$ cat src/rtl/adc_capture_seq.sv
// adc_capture_seq: capture sequencer in front of the 4-channel ADC data selector.
// The block is armed by a software command and then waits for a trigger rising edge.
// After the programmable post-trigger delay it holds capture enable for a fixed number
// of decimated sample beats. It then pulses done and bumps the frame count.
// Configuration is latched at arm time, so later input changes do not affect a running
// record.
//
// Optional feature: define ADC_CAPTURE_SEQ_AUTO_REARM_EN to return from DONE to ARMED.
// The latched configuration is then reused, and abort is the only way back to IDLE.
//
// Ports:
//   CpSl_Clk_i       ADC/user clock, rising edge
//   CpSl_Rst_iN      asynchronous active-low reset
//   CpSl_Arm_i       arm request (IDLE only)
//   CpSl_Abort_i     abort, highest priority
//   CpSl_Trig_i      trigger level, synchronous to CpSl_Clk_i
//   CpSv_Delay_i     post-trigger delay in cycles
//   CpSv_RecLen_i    beats per record (0 treated as 1)
//   CpSv_DeInd_i     decimation: one strobe every DeInd+1 cycles
//   CpSl_UsrRdy_i    downstream ready
//   CpSl_CapEn_o     capture enable to the data selector
//   CpSl_SmpStb_o    decimated sample strobe
//   CpSl_Busy_o      sequencer not idle
//   CpSl_Done_o      one-cycle record-complete pulse
//   CpSl_Ovf_o       sticky overrun flag
//   CpSv_BeatCnt_o   beats captured in the current record
//   CpSv_FrameCnt_o  completed records (wrapping)
module adc_capture_seq #(
  parameter int unsigned CNT_W = 16,
  parameter int unsigned DE_W  = 9
) (
  input  logic             CpSl_Clk_i,
  input  logic             CpSl_Rst_iN,
  input  logic             CpSl_Arm_i,
  input  logic             CpSl_Abort_i,
  input  logic             CpSl_Trig_i,
  input  logic [CNT_W-1:0] CpSv_Delay_i,
  input  logic [CNT_W-1:0] CpSv_RecLen_i,
  input  logic [DE_W-1:0]  CpSv_DeInd_i,
  input  logic             CpSl_UsrRdy_i,
  output logic             CpSl_CapEn_o,
  output logic             CpSl_SmpStb_o,
  output logic             CpSl_Busy_o,
  output logic             CpSl_Done_o,
  output logic             CpSl_Ovf_o,
  output logic [CNT_W-1:0] CpSv_BeatCnt_o,
  output logic [CNT_W-1:0] CpSv_FrameCnt_o
);

  typedef enum logic [2:0] {
    S_IDLE    = 3'd0,
    S_ARMED   = 3'd1,
    S_DELAY   = 3'd2,
    S_CAPTURE = 3'd3,
    S_DONE    = 3'd4
  } state_e;

  state_e           state_q,     state_d;
  logic             trig_dly_q;
  logic [CNT_W-1:0] delay_q,     delay_d;
  logic [CNT_W-1:0] reclen_q,    reclen_d;
  logic [DE_W-1:0]  deind_q,     deind_d;
  logic [CNT_W-1:0] dly_cnt_q,   dly_cnt_d;
  logic [DE_W-1:0]  dec_cnt_q,   dec_cnt_d;
  logic [CNT_W-1:0] beat_cnt_q,  beat_cnt_d;
  logic [CNT_W-1:0] frame_cnt_q, frame_cnt_d;
  logic             ovf_q,       ovf_d;
  logic             cap_en_q,    cap_en_d;
  logic             smp_stb_q,   smp_stb_d;
  logic             busy_q,      busy_d;
  logic             done_q,      done_d;
  logic             trig_rise;
  logic [CNT_W-1:0] beat_inc;

  assign trig_rise = CpSl_Trig_i & ~trig_dly_q;
  assign beat_inc  = beat_cnt_q + CNT_W'(1);

  // State register and all datapath/output registers
  always_ff @(posedge CpSl_Clk_i or negedge CpSl_Rst_iN) begin
    if (!CpSl_Rst_iN) begin
      state_q     <= S_IDLE;
      trig_dly_q  <= 1'b1;   // a trigger held high through reset must not look like an edge
      delay_q     <= '0;
      reclen_q    <= '0;
      deind_q     <= '0;
      dly_cnt_q   <= '0;
      dec_cnt_q   <= '0;
      beat_cnt_q  <= '0;
      frame_cnt_q <= '0;
      ovf_q       <= 1'b0;
      cap_en_q    <= 1'b0;
      smp_stb_q   <= 1'b0;
      busy_q      <= 1'b0;
      done_q      <= 1'b0;
    end else begin
      state_q     <= state_d;
      trig_dly_q  <= CpSl_Trig_i;
      delay_q     <= delay_d;
      reclen_q    <= reclen_d;
      deind_q     <= deind_d;
      dly_cnt_q   <= dly_cnt_d;
      dec_cnt_q   <= dec_cnt_d;
      beat_cnt_q  <= beat_cnt_d;
      frame_cnt_q <= frame_cnt_d;
      ovf_q       <= ovf_d;
      cap_en_q    <= cap_en_d;
      smp_stb_q   <= smp_stb_d;
      busy_q      <= busy_d;
      done_q      <= done_d;
    end
  end

  // Next-state, counters and next output values
  always_comb begin
    state_d     = state_q;
    delay_d     = delay_q;
    reclen_d    = reclen_q;
    deind_d     = deind_q;
    dly_cnt_d   = dly_cnt_q;
    dec_cnt_d   = '0;        // decimation counter is zero whenever not mid-capture
    beat_cnt_d  = beat_cnt_q;
    frame_cnt_d = frame_cnt_q;
    // Overrun: the strobe currently on the output was not accepted downstream
    ovf_d       = ovf_q | (smp_stb_q & ~CpSl_UsrRdy_i);

    if (CpSl_Abort_i) begin
      state_d = S_IDLE;
    end else begin
      unique case (state_q)
        S_IDLE: begin
          if (CpSl_Arm_i) begin
            delay_d    = CpSv_Delay_i;
            reclen_d   = (CpSv_RecLen_i == '0) ? CNT_W'(1) : CpSv_RecLen_i;
            deind_d    = CpSv_DeInd_i;
            beat_cnt_d = '0;
            ovf_d      = 1'b0;
            state_d    = S_ARMED;
          end
        end
        S_ARMED: begin
          if (trig_rise) begin
            if (delay_q != '0) begin
              dly_cnt_d = delay_q;
              state_d   = S_DELAY;
            end else begin
              state_d   = S_CAPTURE;
            end
          end
        end
        S_DELAY: begin
          dly_cnt_d = dly_cnt_q - CNT_W'(1);
          if (dly_cnt_q == CNT_W'(1)) begin
            state_d = S_CAPTURE;
          end
        end
        S_CAPTURE: begin
          // Strobe beat whenever the decimation counter is at zero
          if (dec_cnt_q == '0) begin
            beat_cnt_d = beat_inc;
            if (beat_inc == reclen_q) begin
              frame_cnt_d = frame_cnt_q + CNT_W'(1);
              state_d     = S_DONE;
            end
          end
          if (state_d == S_CAPTURE) begin
            dec_cnt_d = (dec_cnt_q == deind_q) ? '0 : dec_cnt_q + DE_W'(1);
          end
        end
        S_DONE: begin
`ifdef ADC_CAPTURE_SEQ_AUTO_REARM_EN
          beat_cnt_d = '0;
          ovf_d      = 1'b0;
          state_d    = S_ARMED;
`else
          state_d    = S_IDLE;
`endif
        end
        default: state_d = S_IDLE;
      endcase
    end

    cap_en_d  = (state_d == S_CAPTURE);
    smp_stb_d = (state_d == S_CAPTURE) && (dec_cnt_d == '0);
    busy_d    = (state_d != S_IDLE);
    done_d    = (state_d == S_DONE);
  end

  assign CpSl_CapEn_o    = cap_en_q;
  assign CpSl_SmpStb_o   = smp_stb_q;
  assign CpSl_Busy_o     = busy_q;
  assign CpSl_Done_o     = done_q;
  assign CpSl_Ovf_o      = ovf_q;
  assign CpSv_BeatCnt_o  = beat_cnt_q;
  assign CpSv_FrameCnt_o = frame_cnt_q;

endmodule

$ cat config.mk
export PLATFORM = sky130hd
export DESIGN_NAME = adc_capture_seq
export DESIGN_NICKNAME = d
export VERILOG_FILES = /design/src/rtl/adc_capture_seq.sv
export SDC_FILE = /design/constraint.sdc
export NUM_CORES = 1
export LEC_CHECK = 0
export CAP_MARGIN = 20
export CORE_MARGIN = 5
export CORE_UTILIZATION = 26
export DETAILED_ROUTE_END_ITERATION = 10
export GPL_TIMING_DRIVEN = 0
export PLACE_DENSITY = 0.53
export SLEW_MARGIN = 30
export SYNTH_ARGS = -nofsm -noshare
export SYNTH_HDL_FRONTEND = slang
export SYNTH_SLANG_ARGS = --single-unit
$ cat constraint.sdc
create_clock -name CpSl_Clk_i -period 7.3 [get_ports CpSl_Clk_i]
set_clock_uncertainty 0.05 [all_clocks]
set_input_delay 1.095 -clock CpSl_Clk_i [delete_from_list [all_inputs] [get_ports CpSl_Clk_i]]
set_output_delay 1.095 -clock CpSl_Clk_i [all_outputs]
set_load 0.02 [all_outputs]
==> impl_metrics.tcl <==
set metrics [dict create \
    final_nets 751 \
    cts_hold_buffers 0 \
    die-width_um 160 \
    worstMarginPinSlew_ns 0.810 \
    syn_area_mm2 0.00587 \
    cts_made_buffers 9 \
    grt_max_degree 84 \
    crit_type "primary input to flip-flop" \
    dpl.hpwl_um 12000 \
    start_kind "primary input" \
    cts_tree "done" \
    p_int_mw 1.10 \
    viasPerCell 4.85 \
    synth_area_leaders "dfrtp_1, mux2_2, xor2_1" \
    drive_gt1_share_pct 11.3 \
    drt-total-wl_um 15900 \
    cts_resized 0 \
    io_buffers 83 \
    cap_viol_max_count 0 \
    firstDrtPassIters 4 \
    ys_seq_elements 107 \
    clkTransAtPathRegs_ns 0.07 \
    synth_flop_cell "dfrtp_1" \
    post-route-min-period_ns 3.42 \
    overflow 0 \
    finalSetupTns_ns 0 \
    area_delta_synth_final_pct 25.7 \
    maxSlewViolCount 0 \
    synth-edff-count 0 \
    boundaryPins 84 \
    ys_warn_count 0 \
    setup_viol 0 \
    async_flop_share_pct 100 \
    yosysSeqAreaShare_pct 45.7 \
    clkLatencyLatePin_ns 0.35 \
    die_area_mm2 0.0257 \
    netlist_instances 603 \
    yosysUniqueCellTypes 63 \
    switching_share_pct 29.5 \
    root_buffer "clkbuf_16" \
    crit_required_ns 7.52 \
    ant_nets 0 \
    worstPathCellList "clkdlybuf4s50_1 -> nor4bb_1 -> nand4_1 -> nor2_1 -> and4_1 -> nand3_1 -> nor3_1 -> xor2_1" \
    hp-class "flip-flop to flip-flop" \
    stdcell_count 987 \
    p_clk_share_pct 30.9 \
    avgSynthCellArea_um2 9.73 \
    design.core.area_mm2 0.0224 \
    rsz0062_at_grt "false" \
    placementRows 55 \
    setup.worst_path.end_class "flip-flop" \
    cts_setup_buffers 0 \
    avgRoutedWirePerCell_um 16.1 \
    p_leak_nw 3.03 \
    cp_max_fo 8 \
    synth_top_cell_by_area "dfrtp_1" \
    max_stage_delay_ns 0.55 \
    cts.htree.levels 3 \
    grt_pass1_wl_um 25700 \
    status "complete, no violations" \
    final-hold-violation-count 0 \
    antenna_found_initial 0 \
    p_per_area_mw_per_mm2 212 \
    synth_nets 656 \
    arrival_ns 3.64 \
    fin_crit_sh_pct 46.8 \
    num_antenna_cells 0 \
    combPwrFrac_pct 19.3 \
    die_y_um 160 \
    fmax_mhz 293 \
    drtIter0Drc 336 \
    vdd_drop_max_v 0.0000906 \
    utilization_pct 32.9 \
    p_seq_share_pct 49.8 \
    grt_use_total_pct 12.5 \
    place.gp.congestion 0.834 \
    dp.cells 972 \
    switchingPower_mw 0.461 \
    relSlewSlack_pct 46.0 \
    initial_utilization_pct 26.2 \
    drc 0 \
    grt_pass1_vias 4645 \
    vias 4784 \
    power_mw 1.57 \
    cts.sinks 107 \
    clock_path_buffers 2 \
    synth_top_area_share_pct 45.2 \
    cpMaxStageDelayCell "nor4bb_1" \
]
==> cells by family (layout without fill, tap and decap cells) <==
family                   after synthesis  count (layout)  share of synthesized area [%]
XOR/XNOR                              53              53                           7.91
multiplexers                          44              44                           8.40
AO/OA/AOI/OAI                        118             118                           12.3
flip-flops                           107             107                           45.7
buffers and inverters                 47             146                           3.31
adder cells (fa/ha/maj)                6               6                           1.28
AND/OR/NAND/NOR                      228             228                           21.2
==> sequential cells by signal (all words and copies together), names as in the netlist <==
register / flops
CpSl_Busy_o: 1
CpSv_FrameCnt_o: 16
CpSv_BeatCnt_o: 16
CpSl_SmpStb_o: 1
trig_dly_q: 1
deind_q: 9
CpSl_Done_o: 1
reclen_q: 16
delay_q: 16
CpSl_CapEn_o: 1
dly_cnt_q: 16
state_q: 3
dec_cnt_q: 9
CpSl_Ovf_o: 1
==> area by class of cell <==
cell class | count | area (µm²)
Clock inverter | 4 | 52.6
Fill cell | 2304 | 15100
Sequential cell | 107 | 2680
Timing Repair Buffer | 84 | 863
Multi-Input combinational cell | 449 | 2990
Tap cell | 285 | 357
Buffer | 34 | 145
Clock buffer | 11 | 233
Inverter | 13 | 48.8
==> final timing paths <==
| check | end | slack, ns | depth (start not counted) | from |
|---|---|---|---|---|
| min | CpSv_FrameCnt_o[15] | 0.43 | 1 | CpSv_FrameCnt_o[15] |
| max reg2reg | CpSv_FrameCnt_o[1] | 3.90 | 8 | CpSv_BeatCnt_o[2] |
| min in group asynchronous | CpSv_FrameCnt_o[15] | 0.52 | 1 | CpSl_Rst_iN |
| max | CpSv_FrameCnt_o[15] | 3.88 | 8 | CpSl_Abort_i |
| min reg2reg | CpSv_FrameCnt_o[15] | 0.43 | 1 | CpSv_FrameCnt_o[15] |
| max in group asynchronous | trig_dly_q | 5.97 | 2 | CpSl_Rst_iN |
==> synthesized netlist by cell type, types with 2 or more instances <==
library cell and count:
and4_1 4, mux2i_1 2, o21ai_0 50, inv_1 13
dfrtp_1 106, o31ai_1 4, a32oi_1 5, nor2_1 64
a31oi_1 3, nand3b_1 3, and3_1 4, clkbuf_1 23
nand2b_1 4, a22oi_1 7, a2bb2oi_1 2, nor3_1 27
nand3_1 24, o41ai_1 2, mux2_2 42, a211oi_1 2
or3_1 4, nor3b_1 2, nor2b_1 7, xnor2_1 21
nand4_1 16, or2_2 2, buf_4 2, ha_1 6
nand3_2 2, a41oi_1 2, xor2_1 32, buf_2 7
or4_1 2, nand2_1 32, a21oi_1 26, nor4_4 2
nor4_1 21
==> power by group through the flow <==
stage | sequential (mW) | combinational (mW) | clock [mW]
final | 0.779 | 0.302 | 0.484
after global routing | 0.793 | 0.339 | 0.525
after CTS | 0.778 | 0.305 | 0.504
after detailed placement | 0.789 | 0.304 | 0
after global placement | 0.787 | 0.298 | 0
after floorplan | 0.760 | 0.214 | 0
==> metrics by stage <==
stage	setup WS [ns]	hold slack [ns]	cell area [µm²]
global route	3.53	0.443	7370
finish	3.88	0.428	7370
detailed placement	3.46	0.427	7090
floorplan	4.26	0.420	5870
CTS	3.79	0.437	7370
global placement	0.612	0.414	7050
==> per-layer routing <==
| layer | vias up | global-route usage, % | part of all wire, % |
|---|---|---|---|
| met5 | - | 0 | 0 |
| met4 | 0 | 4.03 | 1.4 |
| met3 | 11 | 2.74 | 4.7 |
| met2 | 96 | 18.3 | 44 |
| met1 | 2301 | 18.2 | 50 |
| li1 | 2376 | - | - |
==> layout by cell type, fill, tap and decap left out, types with 5 or more instances in the layout <==
cell type,instances
xnor2_1,21
clkbuf_16,9
nand2_1,32
o21ai_0,50
nand3_1,24
mux2_2,42
nor2b_1,7
a32oi_1,5
nor3_1,27
clkdlybuf4s50_1,82
inv_1,13
dfrtp_1,106
buf_2,7
nor4_1,21
xor2_1,32
nand4_1,16
a22oi_1,7
ha_1,6
a21oi_1,26
clkbuf_1,25
nor2_1,64
==> worst max-delay path: cells and delay by family <==
kind / cells / cell delay, ns
buffers and inverters: 1 / 0.45
xor gates and xnor gates: 1 / 0.17
and+or+nand+nor: 6 / 1.93
Power figures use the tool's default switching activity.
